<file path="config.mk">
export PLATFORM = sky130hd
export DESIGN_NAME = mem_burst_master
export DESIGN_NICKNAME = d
export VERILOG_FILES = /design/src/rtl/mem_burst_master.sv
export SDC_FILE = /design/constraint.sdc
export NUM_CORES = 1
export LEC_CHECK = 0
export CAP_MARGIN = 30
export CORE_MARGIN = 2
export CORE_UTILIZATION = 65
export DETAILED_ROUTE_END_ITERATION = 10
export DONT_BUFFER_PORTS = 1
export PLACE_DENSITY = 0.91
export SLEW_MARGIN = 20
export SYNTH_ARGS = -nofsm -noshare
export SYNTH_HDL_FRONTEND = slang
export SYNTH_SLANG_ARGS = --single-unit
</file>
<file path="constraint.sdc">
create_clock -name clk_i -period 3.03 [get_ports clk_i]
set_clock_uncertainty 0.15 [all_clocks]
set_input_delay 0.606 -clock clk_i [delete_from_list [all_inputs] [get_ports clk_i]]
set_output_delay 0.606 -clock clk_i [all_outputs]
set_load 0.005 [all_outputs]
</file>
<file path="src/rtl/mem_burst_master.sv">
// rtl/mem_burst_master.sv - burst memory master: pattern writes and read-and-check bursts
module mem_burst_master #(
  parameter int WIDTH      = 16,
  parameter int DEPTH      = 16,
  parameter int ADDR_WIDTH = 4
) (
  input  logic                  clk_i,
  input  logic                  rst_i,
  input  logic                  cmd_valid_i,
  output logic                  cmd_ready_o,
  input  logic                  cmd_wr_i,
  input  logic [ADDR_WIDTH-1:0] cmd_addr_i,
  input  logic [ADDR_WIDTH:0]   cmd_len_i,
  input  logic [WIDTH-1:0]      cmd_seed_i,
  output logic [ADDR_WIDTH-1:0] addr_o,
  output logic [WIDTH-1:0]      wdata_o,
  input  logic [WIDTH-1:0]      rdata_i,
  output logic                  wr_rd_o,
  output logic                  valid_o,
  input  logic                  ready_i,
  output logic                  busy_o,
  output logic                  done_o,
  output logic                  err_o,
  output logic [ADDR_WIDTH:0]   err_cnt_o,
  output logic [ADDR_WIDTH-1:0] first_err_addr_o
);

  typedef enum logic [1:0] {IDLE, ISSUE, DONE} state_t;

  localparam logic [ADDR_WIDTH:0] DEPTH_L = (ADDR_WIDTH+1)'(DEPTH);

  state_t                state_q;
  logic                  wr_q;
  logic [ADDR_WIDTH-1:0] addr_q;
  logic [WIDTH-1:0]      wdata_q;
  logic [ADDR_WIDTH:0]   beat_q;
  logic [ADDR_WIDTH:0]   len_q;
  logic                  err_q;
  logic [ADDR_WIDTH:0]   err_cnt_q;
  logic [ADDR_WIDTH-1:0] first_err_q;

  logic xfer;
  logic last_beat;
  logic mismatch;

  // addr_q/wdata_q advance with the beat, so the outputs come straight from flops.
  assign xfer      = (state_q == ISSUE) && ready_i;
  assign last_beat = (beat_q == len_q - 1'b1);
  assign mismatch  = !wr_q && (rdata_i != wdata_q);

  always_ff @(posedge clk_i or negedge rst_i) begin
    if (!rst_i) begin
      state_q     <= IDLE;
      wr_q        <= 1'b0;
      addr_q      <= '0;
      wdata_q     <= '0;
      beat_q      <= '0;
      len_q       <= '0;
      err_q       <= 1'b0;
      err_cnt_q   <= '0;
      first_err_q <= '0;
    end else begin
      case (state_q)
        IDLE: begin
          if (cmd_valid_i) begin
            wr_q        <= cmd_wr_i;
            addr_q      <= cmd_addr_i;
            wdata_q     <= cmd_seed_i;
            beat_q      <= '0;
            len_q       <= (cmd_len_i > DEPTH_L) ? DEPTH_L : cmd_len_i;
            err_q       <= 1'b0;
            err_cnt_q   <= '0;
            first_err_q <= '0;
            state_q     <= (cmd_len_i == '0) ? DONE : ISSUE;
          end
        end
        ISSUE: begin
          if (xfer) begin
            if (mismatch) begin
              err_q     <= 1'b1;
              err_cnt_q <= err_cnt_q + 1'b1;
              if (!err_q) first_err_q <= addr_q;
            end
            beat_q  <= beat_q + 1'b1;
            addr_q  <= addr_q + 1'b1;
            wdata_q <= wdata_q + 1'b1;
            if (last_beat) state_q <= DONE;
          end
        end
        DONE:    state_q <= IDLE;
        default: state_q <= IDLE;
      endcase
    end
  end

  assign cmd_ready_o      = (state_q == IDLE);
  assign busy_o           = (state_q != IDLE);
  assign valid_o          = (state_q == ISSUE);
  assign done_o           = (state_q == DONE);
  assign wr_rd_o          = wr_q;
  assign addr_o           = addr_q;
  assign wdata_o          = wdata_q;
  assign err_o            = err_q;
  assign err_cnt_o        = err_cnt_q;
  assign first_err_addr_o = first_err_q;

endmodule

</file>
# Yosys cells after proc, flatten, opt, wreduce, memory -nomap -nowiden
# Cells that the tools add are included.
[classes]
magnitude_cmp = 1
eq_ne = 9
n_mux = 27
addsub = 5
reduce_logical = 12
[ops]
columns = ["operator", "count"]
rows = [
  ["two-way mux 16 bit", 2],
  ["one-hot mux 16 bit (2 select lines)", 1],
  ["two-way mux 5 bit", 5],
  ["two-way mux 4 bit", 6],
  ["one-hot mux 5 bit (2 select lines)", 2],
  ["adder 16 x 1 -> 16 bit, second input constant", 1],
  ["!= test 16 bit", 1],
  ["one-hot mux 4 bit (2 select lines)", 2],
  ["adder 5 x 1 -> 5 bit, second input constant", 2],
  ["two-way mux 2 bit", 4],
  ["!= test 2 x 1 -> 1 bit, second input constant", 3],
  ["AND reduction 3 bit", 2],
  ["== test 5 bit", 1],
  ["> comparator 5 bit, second input constant", 1],
  ["logical NOT 5 bit", 1],
  ["AND reduction 5 bit", 1],
  ["subtractor 5 x 1 -> 5 bit, second input constant", 1],
  ["adder 4 x 1 -> 4 bit, second input constant", 1],
  ["!= test 2 bit, second input constant", 2],
  ["one-hot mux 2 bit (2 select lines)", 1],
  ["AND reduction 4 bit", 1],
  ["nonzero test 2 bit", 2],
  ["two-way mux 1 bit", 3],
  ["== test 2 x 1 -> 1 bit, second input constant", 1],
  ["other kinds (6)", 7],
]
[totals]
regBits = 43
input_bits = 46
out_inout_bits = 35

# Depth between registers and ports, before layout
# Gate-level depths: netlist of the first run.
[logic_depth]
ltp_word = 5
depth_mapped = 8
mapped_depth_nobuf = 7

# Least setup slack after synthesis of the first run
# No wires, ideal clock.
[synth_path]
path_kind = "in2reg"
startpoint = "in rdata_i[6]"
endpoint = "reg err_cnt_q[2], in the netlist err_cnt_o[2]"
setup_slack_ns = 1.045
cell_stages = 5
t_arrival_ns = 1.709
path_buffers = 0
setup_time_ns = 0.126
cell_sequence = "xnor2_1 -> nand4_1 -> nor4_4 -> nor3_1 -> a221o_1"
[synth_via]
elab_chain_len = 4
[synth_lines]
columns = ["item", "line_no", "text"]
rows = [
  ["start, declared", "17", "input logic [WIDTH-1:0] rdata_i,"],
  ["!= test 16 bit", "49", "assign mismatch = !wr_q && (rdata_i != wdata_q);"],
  ["logical AND 1 bit", "49", ""],
  ["!= test 2 x 1 -> 1 bit (no line)", "n/a", ""],
  ["AND reduction 4 bit (no line)", "n/a", ""],
  ["end signal, assigned", "81", "err_cnt_q <= err_cnt_q + 1'b1;"],
  ["end, declared", "39", "logic [ADDR_WIDTH:0] err_cnt_q;"],
]
# Every way passes these cells.
# A chain may end at the register's enable or synchronous reset.

# Worst setup path in the final report of the first run
[layout_path]
startpoint = "reg state_q[0]"
endpoint = "out valid_o"
[layout_via]
elab_chain_len = 1
[layout_lines]
columns = ["item", "line_no", "text"]
rows = [
  ["start, declared", "32", "state_t state_q;"],
  ["start signal, assigned", "74", "state_q <= (cmd_len_i == '0) ? DONE : ISSUE;"],
  ["== test 2 x 1 -> 1 bit", "98", "assign valid_o = (state_q == ISSUE);"],
  ["end, declared", "19", "output logic valid_o,"],
]
# Every way passes these cells.

==> flow_metrics.env, run 1 <==
export IMPL_status="finished, final reports clean"
export IMPL_vias=2142
export IMPL_synth_seq_area_share_pct=43.2
export IMPL_hold_class="primary input to register"
export IMPL_whs_path_depth=2
export IMPL_placed_area_um2=2520
export IMPL_crit_end="valid_o"
export IMPL_antenna_found_initial=0
export IMPL_final_common_cell="dfrtp_1"
export IMPL_hold_viol=0
export IMPL_nets=329
export IMPL_antenna_cells=0
export IMPL_critPathKind="register to primary output"
export IMPL_synth_edf_count=0
export IMPL_grt_pass1_vias=1952
export IMPL_insertion_delay_ns=0.30
export IMPL_grt_max_degree=44
export IMPL_core_um2=3660
export IMPL_cts_buffers=5
export IMPL_worstMarginPinSlew_ns=0.604
export IMPL_setup_tns_ns=0
export IMPL_gr_total_overflow=0
export IMPL_drc=0
export IMPL_grtUsageTotal_pct=29.0
export IMPL_finalSetupViolations=0
export IMPL_drtIter0Drc=187
export IMPL_powerDensity_nw_per_um2=1130
export IMPL_drive_gt1_share_pct=6.81
export IMPL_power_leakage_nw=1.13
export IMPL_syn_num_nets=328
export IMPL_avgSynthCellArea_um2=8.99
export IMPL_cp_data_required_time_ns=2.27
export IMPL_synth_cells=277
export IMPL_rsz0062_at_grt="false"
export IMPL_slew_headroom_pct=59.4
export IMPL_fmax_mhz=393
export IMPL_seq_area_um2=1080
export IMPL_timing_rr_end="err_cnt_o[2]$_DFFE_PN0P_"
export IMPL_io_buffers=0
export IMPL_ys_seq_elements=43
export IMPL_rrSetupSlack_ns=0.69
export IMPL_synth_flop_cell="dfrtp_1"
export IMPL_wl_per_cell_um=17.8
export IMPL_cts_tree="done"
export IMPL_cts_max_path_buffers=2
export IMPL_multi_input_area_um2=1340
export IMPL_cts_sinks=43
export IMPL_rr_startpoint="state_q[0]$_DFFE_PN0P_"
export IMPL_syn_area_um2=2490
export IMPL_nFillCells=275
export IMPL_worstRegToRegCells=4
export IMPL_async_flop_share_pct=100
export IMPL_clock_root_buffer="clkbuf_8"
export IMPL_wl_met3_um=564
export IMPL_die_w_um=65.9
export IMPL_ios=81
export IMPL_ant_nets=0
export IMPL_firstDrtPassIters=4
export IMPL_yosysWarnings=0
export IMPL_rows=22
export IMPL_cp_startpoint="state_q[0]$_DFFE_PN0P_"
export IMPL_slew_viol_final=0
export IMPL_viasPerCell=6.55
export IMPL_wl_met1_um=2360
export IMPL_die_h_um=65.9
export IMPL_place_congestion=0.862
export IMPL_cts_resized=0
export IMPL_dp_hpwl_um=4200
export IMPL_area_growth_pct=6.48
export IMPL_path_max_fanout=25
export IMPL_crit_arrival_ns=1.79
export IMPL_crit_path_start_kind="register"
export IMPL_clk_pin_slew_ns=0.08
export IMPL_synth_cell_types=42
export IMPL_cts_htree_levels=2
export IMPL_period_needed_ns=2.55
export IMPL_end_kind="primary output"
export IMPL_drv_cap=0
export IMPL_grt_pass1_wl_um=9380
export IMPL_wl_um=5830
export IMPL_post_route_period_util_pct=84.0
export IMPL_stdcell_area_um2=2650
export IMPL_most_common_layout_cells="dfrtp_1, nand2_1, a21oi_1, xnor2_1, nor2_1"
export IMPL_fp_dieArea_um2=4340
export IMPL_start_util_pct=68.0
export IMPL_dr_wl_met2_um=2770
export IMPL_vdd_drop_max_mv=0.650
export IMPL_dr_max_layer_used="met4"
[cell usage after synthesis (6+ instances only)]
cell type | count | share of area (%)
nand3_1 | 13 | 2.6
xnor2_1 | 22 | 7.7
nor2_1 | 19 | 2.9
nor3_1 | 7 | 1.4
a21oi_1 | 31 | 6.2
o21ai_0 | 17 | 3.4
dfrtp_1 | 43 | 43
nand2_1 | 35 | 5.3
nand4_1 | 8 | 2.0
o22ai_1 | 10 | 2.5
clkbuf_1 | 7 | 1.1
xor2_1 | 6 | 2.1
[cell type report]
class	count	share of cell area (%)
clock buffer	8	3.78
multi-input combinational	217	50.4
timing repair buffer	6	2.27
sequential	43	40.6
inverter	5	0.708
tap	48	2.27
[registers in the layout (all words and copies together), names as in the netlist]
signal / cells
addr_o: 4
wr_rd_o: 1
beat_q: 5
state_q: 2
err_o: 1
first_err_addr_o: 4
err_cnt_o: 5
wdata_o: 16
len_q: 5
[kinds of logic after synthesis]
kind of cell | share of synthesized area (%)
flip-flops | 43.2
adder cells (fa/ha/maj) | 2.51
multiplexers | 1.66
AND/OR/NAND/NOR | 20.7
XOR/XNOR | 9.85
buffers and inverters | 3.27
AO/OA/AOI/OAI | 18.8
[critical path: stages (launching register included)]
cell	delay, ns
dfrtp_1	0.72
nand2b_1	0.12
buf_4	0.21
inv_1	0.14
buf_4	0.28
[how the worst min path moves through the flow]
stage	from	endpoint	slack, ns
after global routing	cmd_wr_i	wr_rd_o$_DFFE_PN0P_	0.26
after global placement	rst_i	first_err_addr_o[2]$_DFFE_PN0P_	0.16
after CTS	cmd_wr_i	wr_rd_o$_DFFE_PN0P_	0.26
after detailed placement	rst_i	first_err_addr_o[2]$_DFFE_PN0P_	0.16
final	cmd_wr_i	wr_rd_o$_DFFE_PN0P_	0.26
after floorplan	rst_i	addr_o[0]$_DFFE_PN0P_	0.16
[repair_timing]
item | 4_1_cts | 5_1_grt
hold buffers | 2 | 0
endpoints found under the hold margin | 43 | 0
buffers inserted | 0 | 0
[power by group]
| part | switching [mW] | total (mW) | internal (mW) |
|---|---|---|---|
| clock network | 0.189 | 0.397 | 0.208 |
| registers | 0.399 | 1.23 | 0.826 |
| logic | 0.783 | 1.38 | 0.601 |
| total | 1.37 | 3.01 | 1.63 |
[layer usage]
layer	global-route usage, %	up-vias
met5	0	-
li1	-	1001
met1	39.5	1021
met4	11.7	0
met2	43.1	104
met3	9.03	16
[per-stage QoR]
stage	utilization [%]	hold slack, ns	setup slack (ns)	power, mW	instances
3_5_place_dp	68.9	0.161	0.720	2.58	317
6_report	72.4	0.262	0.484	3.01	327
4_1_cts	72.4	0.260	0.513	3.00	327
3_3_place_gp	68.9	0.161	0.818	2.51	317
5_1_grt	72.4	0.261	0.400	3.26	327
2_1_floorplan	-	0.160	1.04	2.27	277
Power figures use the tool's default switching activity.
==> run 2: changes to the inputs <==
--- a/config.mk
+++ b/config.mk
@@ -7,10 +7,10 @@
 export LEC_CHECK = 0
 export CAP_MARGIN = 30
 export CORE_MARGIN = 2
-export CORE_UTILIZATION = 65
+export CORE_UTILIZATION = 57
 export DETAILED_ROUTE_END_ITERATION = 10
 export DONT_BUFFER_PORTS = 1
-export PLACE_DENSITY = 0.91
+export PLACE_DENSITY = 0.85
 export SLEW_MARGIN = 20
 export SYNTH_ARGS = -nofsm -noshare
 export SYNTH_HDL_FRONTEND = slang
==> constraint.sdc (replaced) <==
create_clock -name clk_i -period 2.1 [get_ports clk_i]
set_clock_uncertainty 0.15 [all_clocks]
set_input_delay 0.42 -clock clk_i [delete_from_list [all_inputs] [get_ports clk_i]]
set_output_delay 0.42 -clock clk_i [all_outputs]
set_load 0.005 [all_outputs]
==> run 2 against run 1 <==
First-iteration DRC count rose by 27%. Sequential cell count unchanged. Die area grew 13%. Non-clock buffer count is 17 higher. Global-route usage shrank 3.1 points. Register-to-register slack got worse by 0.59 ns. Hold slack lost 0.18 ns. Clock-buffer cell count shrank 2. Setup slack got worse by 0.38 ns. Cell area is 4.7% higher. Largest power group unchanged. Highest routed layer unchanged.
==> flow_metrics.env, run 2 (same netlist as run 1, synthesis figures left out) <==
export IMPL_cts_htree_levels=2
export IMPL_critPathKind="register to register"
export IMPL_grt_busiest_layer="met2"
export IMPL_powerDensity_nw_per_um2=1620
export IMPL_slew_headroom_pct=75.7
export IMPL_nFillCells=363
export IMPL_most_common_layout_cells="dfrtp_1, nand2_1, a21oi_1, xnor2_1, buf_4"
export IMPL_nets=346
export IMPL_hold_class="primary input to register"
export IMPL_cts_max_path_buffers=2
export IMPL_viasPerCell=6.37
export IMPL_use_met2_pct=39.9
export IMPL_vias=2211
export IMPL_post_route_period_util_pct=95.3
export IMPL_rows=24
export IMPL_grt_max_degree=44
export IMPL_cts_buffers=5
export IMPL_io_buffers=0
export IMPL_area_growth_pct=11.5
export IMPL_clock_root_buffer="clkbuf_8"
export IMPL_dp_hpwl_um=4440
export IMPL_drc=0
export IMPL_wl_um=6010
export IMPL_grt_pass1_vias=2132
export IMPL_antenna_found_initial=0
export IMPL_grtUsageTotal_pct=25.9
export IMPL_cts_tree="done"
export IMPL_worstMarginPinSlew_ns=0.362
export IMPL_final_common_cell="dfrtp_1"
export IMPL_drtIter0Drc=238
export IMPL_wl_per_cell_um=17.3
export IMPL_total_power_mw=4.50
export IMPL_status="finished, final reports clean"
export IMPL_ios=81
export IMPL_antenna_cells=0
export IMPL_grt_pass1_wl_um=10200
export IMPL_fmax_mhz=500
export IMPL_crit_arrival_ns=2.06
export IMPL_ant_nets=0
export IMPL_clk_pin_slew_ns=0.08
export IMPL_insertion_delay_ns=0.30
export IMPL_vdd_drop_max_mv=0.819
export IMPL_use_met3_pct=8.51
export IMPL_die_h_um=70.1
export IMPL_place_congestion=0.857
export IMPL_largest_register_ffs=16
export IMPL_hold_viol=0
export IMPL_whs_ns=0.0784
export IMPL_gr_total_overflow=0
export IMPL_core_um2=4290
export IMPL_grtUsageMet1_pct=33.6
export IMPL_slew_viol_final=0
export IMPL_drive_gt1_share_pct=12.5
export IMPL_period_needed_ns=2.00
export IMPL_firstDrtPassIters=6
export IMPL_drv_cap=0
export IMPL_cts_sinks=43
export IMPL_power_leakage_nw=1.21
export IMPL_cp_data_required_time_ns=2.16
export IMPL_finalSetupViolations=0
export IMPL_crit_path_start_kind="register"
export IMPL_start_util_pct=58.0
export IMPL_fp_dieArea_um2=4910
export IMPL_path_max_fanout=5
export IMPL_die_w_um=70.1
export IMPL_end_kind="register"
[run 2: cell types whose count changed in the layout (fill, tap and decap cells not counted), sizes merged]
cell,change
buf,+17
clkbuf,-2
clkinv,+1
[run 2: path summary, 6_finish.rpt]
kind,from,end,slack [ns],cells past startpoint
worst max register to register,wdata_o[9]$_DFFE_PN0P_,first_err_addr_o[3]$_DFFE_PN0P_,0.1,5
max in group asynchronous,rst_i,err_cnt_o[1]$_DFFE_PN0P_,1.16,2
worst max-delay path,wdata_o[9]$_DFFE_PN0P_,first_err_addr_o[3]$_DFFE_PN0P_,0.1,5
worst min register to register,len_q[4]$_DFFE_PN0P_,len_q[4]$_DFFE_PN0P_,0.36,2
min in group asynchronous,rst_i,state_q[1]$_DFFE_PN0P_,0.42,2
worst min-delay path,cmd_len_i[4],len_q[4]$_DFFE_PN0P_,0.08,2
[run 2: final cells by class]
| type | count | area (um^2) | share of cell area (%) |
|---|---|---|---|
| Multi-Input combinational cell | 217 | 1340 | 48.3 |
| Timing Repair Buffer | 23 | 188 | 6.76 |
| Clock buffer | 6 | 82.6 | 2.97 |
| Sequential cell | 43 | 1080 | 38.8 |
| Tap cell | 52 | 65.1 | 2.34 |
| Clock inverter | 1 | 5.00 | 0.180 |
| Inverter | 5 | 18.8 | 0.676 |
[run 2: report_power, final]
part,switching (mW),internal (mW),leakage [nW]
logic,1.33,1.03,0.644
registers,0.409,1.19,0.514
clock network,0.277,0.258,0.0470
total,2.02,2.48,1.21
[run 2: worst max-delay path, cell delays in order (launching register included)]
cell and delay [ns]:
dfrtp_1 0.45, xnor2_1 0.22, nand4_1 0.17, nor4_4 0.43
nand2b_1 0.27, mux2i_1 0.22
[run 2: per-stage QoR]
| step | TNS (ns) | std cells | utilization, % | instance area, um^2 | worst slack, ns |
|---|---|---|---|---|---|
| global placement | 0 | 337 | 61.6 | 2650 | 0.165 |
| floorplan | 0 | 277 | - | 2490 | 0.244 |
| finish | 0 | 347 | 64.7 | 2780 | 0.0995 |
| detailed placement | 0 | 337 | 61.6 | 2650 | 0.109 |
| global route | -0.00227 | 347 | 64.7 | 2780 | -0.00134 |
| CTS | 0 | 346 | 64.4 | 2760 | 0.130 |
[run 2: layer usage]
layer,part of all wire [%],vias to the layer above
li1,-,1033
met1,40,1055
met2,48,105
met3,9.2,18
met4,2.8,0
met5,0,-
[run 2: timing repair]
| action | CTS | global route |
|---|---|---|
| resized for setup | 0 | 1 |
| endpoints found under the hold margin | 43 | 0 |
| endpoints found under the setup margin | 0 | 1 |
| hold buffers | 2 | 0 |
| setup buffers | 0 | 1 |
